### config.mk
export PLATFORM = sky130hd
export DESIGN_NAME = alu_exec_stage
export DESIGN_NICKNAME = d
export VERILOG_FILES = /design/src/rtl/alu_pkg.sv /design/src/rtl/alu_core.sv /design/src/rtl/alu_exec_stage.sv
export SDC_FILE = /design/constraint.sdc
export NUM_CORES = 1
export LEC_CHECK = 0
export ABC_AREA = 1
export ABC_CLOCK_PERIOD_IN_PS = 1900
export CAP_MARGIN = 20
export CORE_MARGIN = 8
export CORE_UTILIZATION = 36
export CTS_CLUSTER_SIZE = 14
export DETAILED_ROUTE_END_ITERATION = 10
export PLACE_DENSITY = 0.6
export SLEW_MARGIN = 20
export SYNTH_ARGS = -nofsm -noshare
export SYNTH_HDL_FRONTEND = slang
export SYNTH_SLANG_ARGS = --single-unit
### constraint.sdc
create_clock -name clk -period 1.9 [get_ports clk]
set_input_delay 0.285 -clock clk [delete_from_list [all_inputs] [get_ports clk]]
set_output_delay 0.285 -clock clk [all_outputs]
set_load 0.03 [all_outputs]
### src/rtl/alu_pkg.sv
// -----------------------------------------------------------------------------
// alu_pkg
//   Shared definitions for the execute stage and the ALU control decoder.
//   - ALU command encodings (same constants the control decoder emits)
//   - Occupancy state encoding of the execute-stage skid buffer
//   - Small helper to classify a command as legal / illegal
// -----------------------------------------------------------------------------
package alu_pkg;

    // ALU command encodings
    localparam logic [3:0] ALU_AND = 4'b0000;
    localparam logic [3:0] ALU_OR  = 4'b0001;
    localparam logic [3:0] ALU_ADD = 4'b0010;
    localparam logic [3:0] ALU_SUB = 4'b0110;

    // Skid buffer occupancy: number of entries held (0, 1 or 2)
    typedef enum logic [1:0] {
        ST_EMPTY = 2'd0,
        ST_ONE   = 2'd1,
        ST_FULL  = 2'd2
    } occ_state_e;

    // True when the command is one of the four operations the ALU implements
    function automatic logic is_legal_cmd(input logic [3:0] cmd);
        return (cmd == ALU_AND) || (cmd == ALU_OR) ||
               (cmd == ALU_ADD) || (cmd == ALU_SUB);
    endfunction

endpackage : alu_pkg

### src/rtl/alu_core.sv
// -----------------------------------------------------------------------------
// alu_core
//   Purely combinational ALU used on the input side of the execute stage.
//
//   Ports
//     alucmd_i   [3:0]       ALU command (AND / OR / ADD / SUB)
//     op_a_i     [XLEN-1:0]  first operand
//     op_b_i     [XLEN-1:0]  second operand
//     result_o   [XLEN-1:0]  operation result (0 for an illegal command)
//     zero_o                 result_o == 0
//     illegal_o              alucmd_i is not one of the four legal codes
// -----------------------------------------------------------------------------
module alu_core
    import alu_pkg::*;
#(
    parameter int XLEN = 32
) (
    input  logic [3:0]      alucmd_i,
    input  logic [XLEN-1:0] op_a_i,
    input  logic [XLEN-1:0] op_b_i,
    output logic [XLEN-1:0] result_o,
    output logic            zero_o,
    output logic            illegal_o
);

    always_comb begin
        result_o  = '0;
        illegal_o = 1'b0;
        case (alucmd_i)
            ALU_AND: result_o = op_a_i & op_b_i;
            ALU_OR:  result_o = op_a_i | op_b_i;
            // ADD/SUB wrap modulo 2^XLEN; carry-out is intentionally dropped
            ALU_ADD: result_o = op_a_i + op_b_i;
            ALU_SUB: result_o = op_a_i - op_b_i;
            default: begin
                // Unknown command still produces a well-defined entry so the
                // pipeline never drops it; the flag lets later stages trap.
                result_o  = '0;
                illegal_o = 1'b1;
            end
        endcase
    end

    // Zero flag is derived from the final result, so an illegal command
    // (result forced to 0) reports zero=1 as well.
    assign zero_o = (result_o == '0);

endmodule : alu_core

### src/rtl/alu_exec_stage.sv
// -----------------------------------------------------------------------------
// alu_exec_stage
//   Registered execute stage. The ALU result is computed combinationally from
//   the incoming operands and captured into a 2-entry skid buffer at the input
//   transfer, so upstream never sees a combinational path from out_ready.
//
//   Handshake (both sides): a transfer happens on a rising clk edge where
//   valid & ready are both 1. valid may not depend on ready; once valid is
//   raised the producer holds its data until the transfer. in_ready is a
//   register; out_* always show the buffer head and stay stable while
//   out_valid & !out_ready.
//
//   Ports
//     clk          clock, rising edge
//     rst          asynchronous active-low reset
//     in_valid     upstream presents an operation
//     in_ready     stage can accept (registered)
//     alucmd [3:0] ALU command
//     op_a, op_b   operands [XLEN-1:0]
//     in_tag       pass-through tag [TAGW-1:0]
//     out_valid    head entry is valid
//     out_ready    downstream accepts
//     out_result   head result [XLEN-1:0]
//     out_zero     head result is zero
//     out_illegal  head command was illegal
//     out_tag      head tag [TAGW-1:0]
//     dbg_state    occupancy state (EMPTY / ONE / FULL) for observation
// -----------------------------------------------------------------------------
module alu_exec_stage
    import alu_pkg::*;
#(
    parameter int XLEN = 32,
    parameter int TAGW = 5
) (
    input  logic            clk,
    input  logic            rst,
    input  logic            in_valid,
    output logic            in_ready,
    input  logic [3:0]      alucmd,
    input  logic [XLEN-1:0] op_a,
    input  logic [XLEN-1:0] op_b,
    input  logic [TAGW-1:0] in_tag,
    output logic            out_valid,
    input  logic            out_ready,
    output logic [XLEN-1:0] out_result,
    output logic            out_zero,
    output logic            out_illegal,
    output logic [TAGW-1:0] out_tag,
    output occ_state_e      dbg_state
);

    typedef struct packed {
        logic [XLEN-1:0] result;
        logic            zero;
        logic            illegal;
        logic [TAGW-1:0] tag;
    } entry_t;

    // -------------------------------------------------------------------------
    // Input-side ALU
    // -------------------------------------------------------------------------
    logic [XLEN-1:0] alu_result;
    logic            alu_zero;
    logic            alu_illegal;

    alu_core #(
        .XLEN (XLEN)
    ) u_alu_core (
        .alucmd_i  (alucmd),
        .op_a_i    (op_a),
        .op_b_i    (op_b),
        .result_o  (alu_result),
        .zero_o    (alu_zero),
        .illegal_o (alu_illegal)
    );

    entry_t new_entry;
    always_comb begin
        new_entry         = '0;
        new_entry.result  = alu_result;
        new_entry.zero    = alu_zero;
        new_entry.illegal = alu_illegal;
        new_entry.tag     = in_tag;
    end

    // -------------------------------------------------------------------------
    // Skid buffer state
    //   head_q holds the entry being presented; skid_q holds the second entry
    //   only in ST_FULL.
    // -------------------------------------------------------------------------
    occ_state_e state_q, state_d;
    entry_t     head_q,  head_d;
    entry_t     skid_q,  skid_d;
    logic       in_ready_q, in_ready_d;

    logic in_fire;
    logic out_fire;

    assign in_fire  = in_valid & in_ready_q;
    assign out_fire = out_valid & out_ready;

    always_ff @(posedge clk or negedge rst) begin
        if (!rst) begin
            state_q    <= ST_EMPTY;
            head_q     <= '0;
            skid_q     <= '0;
            in_ready_q <= 1'b0;
        end else begin
            state_q    <= state_d;
            head_q     <= head_d;
            skid_q     <= skid_d;
            in_ready_q <= in_ready_d;
        end
    end

    // Next-state / datapath steering
    always_comb begin
        state_d = state_q;
        head_d  = head_q;
        skid_d  = skid_q;

        case (state_q)
            ST_EMPTY: begin
                if (in_fire) begin
                    head_d  = new_entry;
                    state_d = ST_ONE;
                end
            end
            ST_ONE: begin
                case ({in_fire, out_fire})
                    2'b10: begin
                        // Head is stalled: park the newcomer behind it
                        skid_d  = new_entry;
                        state_d = ST_FULL;
                    end
                    2'b01: begin
                        state_d = ST_EMPTY;
                    end
                    2'b11: begin
                        // Head leaves while the newcomer arrives
                        head_d  = new_entry;
                    end
                    default: begin
                        state_d = ST_ONE;
                    end
                endcase
            end
            ST_FULL: begin
                // in_ready is 0 here, so only the output side can move
                if (out_fire) begin
                    head_d  = skid_q;
                    state_d = ST_ONE;
                end
            end
            default: begin
                state_d = ST_EMPTY;
            end
        endcase

        // Registered ready: looks at where the buffer will be after this edge,
        // so a full buffer never accepts a third entry.
        in_ready_d = (state_d != ST_FULL);
    end

    // -------------------------------------------------------------------------
    // Outputs
    // -------------------------------------------------------------------------
    assign in_ready    = in_ready_q;
    assign out_valid   = (state_q != ST_EMPTY);
    assign out_result  = head_q.result;
    assign out_zero    = head_q.zero;
    assign out_illegal = head_q.illegal;
    assign out_tag     = head_q.tag;
    assign dbg_state   = state_q;

endmodule : alu_exec_stage

[Word-level counts from Yosys, hierarchy flattened]
Index checks and enable logic that the tools add are counted.
Operators by class
  add/sub/neg operators: 2
  equal/unequal tests: 12
  multiplexer cells: 10
  bitwise logic cells: 4
  reduce and logical (&&, ||, !) cells: 8
Operator list (number)
  32-bit case mux with 4 select lines: 1
  39-bit two-way mux: 3
  39-bit case mux with 3 select lines: 1
  32-bit adder: 1
  32-bit bitwise AND: 1
  32-bit logical NOT: 1
  32-bit bitwise OR: 1
  32-bit subtractor: 1
  2-bit case mux with 3 select lines: 2
  2-bit == test (second input constant): 3
  2-bit != test (second input constant): 3
  2-bit by 1-bit == test with 1-bit output (second input constant): 2
  4-bit by 1-bit == test with 1-bit output (second input constant): 1
  4-bit by 2-bit == test with 1-bit output (second input constant): 1
  4-bit by 3-bit == test with 1-bit output (second input constant): 1
  4-bit logical NOT: 1
  2-bit two-way mux: 2
  4-bit AND reduction: 1
  4-bit OR reduction: 1
  3-bit nonzero test: 1
  1-bit bitwise AND: 2
  2-bit logical NOT: 1
  2-bit by 1-bit != test with 1-bit output (second input constant): 1
  2-bit AND reduction: 1
  2 further kinds: 2
Storage, ports and cells
  register bits: 81
  logic and storage cells: 46

[Longest topological paths before layout]
  depth after elaboration: 6
  gate-level depth with buffers: 35
  mapped depth without buffers: 35

[Cells and area by module]
A second synthesis with hierarchy kept.
Unflattened totals
  cell total of the unflattened synthesis: 1357
  area total of the unflattened synthesis: 8016.4 um2
By module, submodules not included
  alu_core: instances 1, cells an instance 872, area an instance 4304.1 um2, sequential area each 0.0 um2
  alu_exec_stage: instances 1, cells an instance 485, area an instance 3712.3 um2, sequential area each 2026.9 um2

[Least setup slack after synthesis]
No wires, ideal clock.
  kind: input-to-reg
  from: in op_b[0]
  to: reg head_q, in the netlist out_zero
  library setup time: 0.066 ns
  arrival time: 3.313 ns
  data required time: 1.834 ns
  path slack: -1.479 ns
  stages on the path: 35
  path through: inv_1 > ha_1 > inv_1 > nor3_1 > inv_1 > nor3_2 > nand3_1 > nor3_2 > nand2_1 > inv_1 > nand2_1 > nand2_2 > o21ai_2 > nor2_2 > o21ai_1 > xor2_1 > ha_1 > inv_1 > nor3_1 > nand2_1 > inv_1 > nand2_1 > nand2_1 > inv_1 > nand2_1 > nand2_1 > nand3_2 > nand2_1 > nor2_1 > nand2_1 > nor2_1 > nand3_1 > nand2_1 > nand2_1 > nand2_1
Between the ends
  cells in the longest elaborated chain, start to end: 5
  elaborated cells between the ends (all ways): 9
Ends and longest elaborated chain
  start: declaration: line alu_exec_stage.sv:41  | input logic [XLEN-1:0] op_b,
  32-bit subtractor (tied with other cells): line alu_core.sv:34  | ALU_SUB: result_o = op_a_i - op_b_i;
  32-bit case mux with 4 select lines (*): line alu_core.sv:29  | case (alucmd_i)
  32-bit logical NOT (*): line alu_core.sv:46  | assign zero_o = (result_o == '0);
  39-bit two-way mux, on equally long branches: line alu_exec_stage.sv:130, alu_exec_stage.sv:124
  39-bit case mux with 3 select lines (*): line alu_exec_stage.sv:122  | case (state_q)
  end signal: assignment: line alu_exec_stage.sv:105  | head_q <= '0;
  end signal: assignment: line alu_exec_stage.sv:110  | head_q <= head_d;
  end: declaration: line alu_exec_stage.sv:92  | entry_t head_q, head_d;
Mark *: on every way between the ends. The rest lies on a longest branch, timed or not. The select of a mux whose other input is x is not followed.
A chain may end at the register's enable or synchronous reset.

[Worst setup path in the final report]
  from: in op_b[9]
  to: reg head_q, in the netlist out_zero
Same word-level chain as after synthesis.

==> flow_summary.json <==
{
  "drive_above_1_share_pct": 37.16,
  "grt_start_max_net_pins": 48,
  "gp_congestion": 0.9116,
  "setup_ws_ps": -1590,
  "grt-busiest-layer": "met2",
  "drtIter0Drc": 564,
  "path_class": "in2reg",
  "track_usage_pct": 21.86,
  "crit_end": "out_zero",
  "fin_skew_ps": 7.107,
  "viasPerCell": 4.867,
  "wl_per_cell_um": 15.57,
  "synth_seq_cells": 81,
  "startpoint": "op_b[9]",
  "timing.reg2reg.setup_slack_ps": 230,
  "violations": "setup timing",
  "clkLatencyLatePin_ps": 330,
  "rsz0062_at_grt": "yes",
  "vias": 9146,
  "dieHeight_um": 160.4,
  "use_met1_pct": 30.24,
  "cts_buffer_depth": 2,
  "max_stage_delay_ps": 440,
  "portBuffers": 119,
  "pin_count": 120,
  "cp_slowest_cell": "clkdlybuf4s50_1",
  "fin_area_um2": 12710,
  "root_buffer": "clkbuf_16",
  "cts_tree": "built",
  "cp_max_fo": 4,
  "rr_endpoint": "out_result[13]",
  "ys_seq_area_share_pct": 27.02,
  "placementRows": 53,
  "ys.flop_type": "dfrtp_1",
  "synth_cells": 1241,
  "first_global_vias": 8493,
  "use_met2_pct": 36.42,
  "drv_slew": 0,
  "hold_viol": 0,
  "met3_usage_pct": 1.920,
  "clock-sinks": 81,
  "final_core_util_pct": 61.23,
  "antenna_found_initial": 0,
  "yosysWarnings": 0,
  "mostFrequentLayoutCell": "nand2_1",
  "reg2reg_from": "dbg_state[1]",
  "dr.pass1.iters": 5,
  "start_util_pct": 36.14,
  "core_area_um2": 20760,
  "crit_required_ps": 2120,
  "min_period_ps": 3490,
  "clock_tree.htree_level_count": 3,
  "cpMostUsedCell": "nand2_1",
  "dpl_cell_area_um2": 10700,
  "reg2reg_depth": 6,
  "final_nets": 1711,
  "die-area_um2": 25720,
  "area_delta_synth_final_pct": 69.40,
  "final_cell_mix": "300 x nand2_1, 211 x buf_4, 146 x inv_1, 123 x nor2_1, 103 x clkdlybuf4s50_1",
  "powerDensity_nw_per_um2": 826.2,
  "start_kind": "input pin",
  "grt_pass1_wl_um": 45370,
  "tightest_slew_ps": 660.4,
  "cp.arrival_ps": 3710,
  "setup_viol_count_final": 63,
  "period_share_pct": 183.7,
  "peakVddDrop_uv": 664.6,
  "drt_wl_total_um": 29260,
  "overflow": 0,
  "dp_hpwl_um": 22740,
  "end_kind": "register",
  "drcViolationCount": 0,
  "clkTransAtPathRegs_ps": 60,
  "pre_cts_ws_ps": -2550,
  "status": "finished with violations",
  "chipWidth_um": 160.4,
  "syn_area_per_cell_um2": 6.045,
  "cap_violations": 0,
  "antenna_left": 0,
  "insertedDiodeCount": 0,
  "relSlewSlack_pct": 55.98,
  "cts_buffers": 9,
  "hold_class": "in2async",
  "ys_async_sr_fraction_pct": 100.0,
  "ys_types": 45,
  "p_leak_uw": 0.006466,
  "maxClockFrequency_ghz": 0.2866,
  "synth_edf_count": 0,
  "syn-num-nets": 1353,
  "netlist_area_um2": 7502
}
metrics by stage:
stage / setup TNS [ps] / total power [uW] / std cells / hold WS, ps
CTS: -75520 / 10210 / 1859 / 302.7
global placement: -111840 / 8021 / 1807 / 107.1
global route: -73910 / 11290 / 1879 / 330.0
floorplan: -45080 / 5854 / 1241 / -10.59
finish: -63110 / 10500 / 1879 / 306.1
detailed placement: -114040 / 8076 / 1807 / 106.4
how the worst min path moves through the flow:
| stage | start | endpoint | slack (ps) |
|---|---|---|---|
| after floorplan | rst | dbg_state[0] | -10 |
| after global placement | rst | out_tag[2] | 110 |
| after detailed placement | rst | out_tag[2] | 110 |
| after CTS | rst | out_tag[2] | 300 |
| after global routing | rst | out_tag[2] | 330 |
| final | rst | out_tag[2] | 310 |
synth_stat cells (2+ instances only):
| cell | instances | area (um2) |
|---|---|---|
| or2_0 | 4 | 25.02 |
| dfrtp_1 | 81 | 2027 |
| xnor2_1 | 5 | 43.79 |
| buf_2 | 8 | 40.04 |
| nand2_1 | 406 | 1524 |
| xor2_1 | 24 | 210.2 |
| buf_4 | 2 | 15.01 |
| inv_2 | 7 | 26.28 |
| and2_1 | 2 | 12.51 |
| o21bai_1 | 4 | 30.03 |
| o21ai_1 | 5 | 25.02 |
| nor2_1 | 161 | 604.3 |
| a21oi_2 | 2 | 17.52 |
| ha_1 | 34 | 425.4 |
| clkbuf_1 | 21 | 78.83 |
| o21ai_0 | 71 | 355.3 |
| a21oi_1 | 46 | 230.2 |
| o21a_1 | 2 | 15.01 |
| nor3_1 | 13 | 65.06 |
| nand3b_1 | 8 | 60.06 |
| nand4_1 | 2 | 12.51 |
| nand3_2 | 5 | 50.05 |
| buf_1 | 3 | 11.26 |
| inv_1 | 175 | 656.9 |
| nand3_1 | 70 | 350.3 |
| or2_2 | 2 | 12.51 |
| maj3_1 | 5 | 50.05 |
| o21ai_2 | 2 | 17.52 |
| nor3_2 | 3 | 30.03 |
| a31oi_1 | 35 | 219.0 |
| nor2_2 | 6 | 37.54 |
| nand2_2 | 11 | 68.82 |
| o31ai_1 | 4 | 30.03 |
cell type report:
type,count,area [um2]
inverters,183,723.2
multi-input cells,942,5916
repair buffers,382,3408
well taps,275,344.1
flip-flops and latches,81,2027
clock buffers,13,250.2
clock inverters,3,40.04
fillers,1925,8048
routing by layer:
metal  vias to the layer above  share of wire (%)
li1                       4633                  -
met1                      4273                 46
met2                       216                 49
met3                        24                3.8
met4                         0                1.4
met5                         -                  0
report_power, final:
group          switching, uW  internal [uW]
Clock                    640           1050
Combinational           3430           2530
Sequential               386           2460
Total                   4460           6040
critical path, delay by kind of cell:
family,cells,cell delay (ps)
xor gates and xnor gates,1,150
and+or+nand+nor,14,1190
adders and majority gates,1,290
buffers and inverters,8,1310
AOI/OAI and AO/OA,4,470
state kept, by name, summed over array words and instances (netlist names):
| signal | count |
|---|---|
| dbg_state | 2 |
| in_ready | 1 |
| out_illegal | 1 |
| out_result | 32 |
| out_tag | 5 |
| out_zero | 1 |
| skid_q | 39 |
what timing repair did:
item | 4_1_cts | 5_1_grt
pin swaps | 97 | 98
resized for setup | 215 | 197
hold buffers | 1 | 0
hold endpoints to repair | 48 | 0
setup endpoints to repair | 64 | 65
setup buffers | 41 | 27
cell families (layout without fill, tap and decap cells):
| family | Yosys count | after routing | share of synthesized area, % |
|---|---|---|---|
| AND/OR/NAND/NOR | 699 | 699 | 38.84 |
| AO/OA/AOI/OAI | 174 | 174 | 12.88 |
| flip-flops | 81 | 81 | 27.02 |
| adder cells (fa/ha/maj) | 40 | 40 | 6.604 |
| buffers and inverters | 218 | 581 | 11.27 |
| XOR/XNOR | 29 | 29 | 3.386 |
Power figures use the tool's default switching activity.
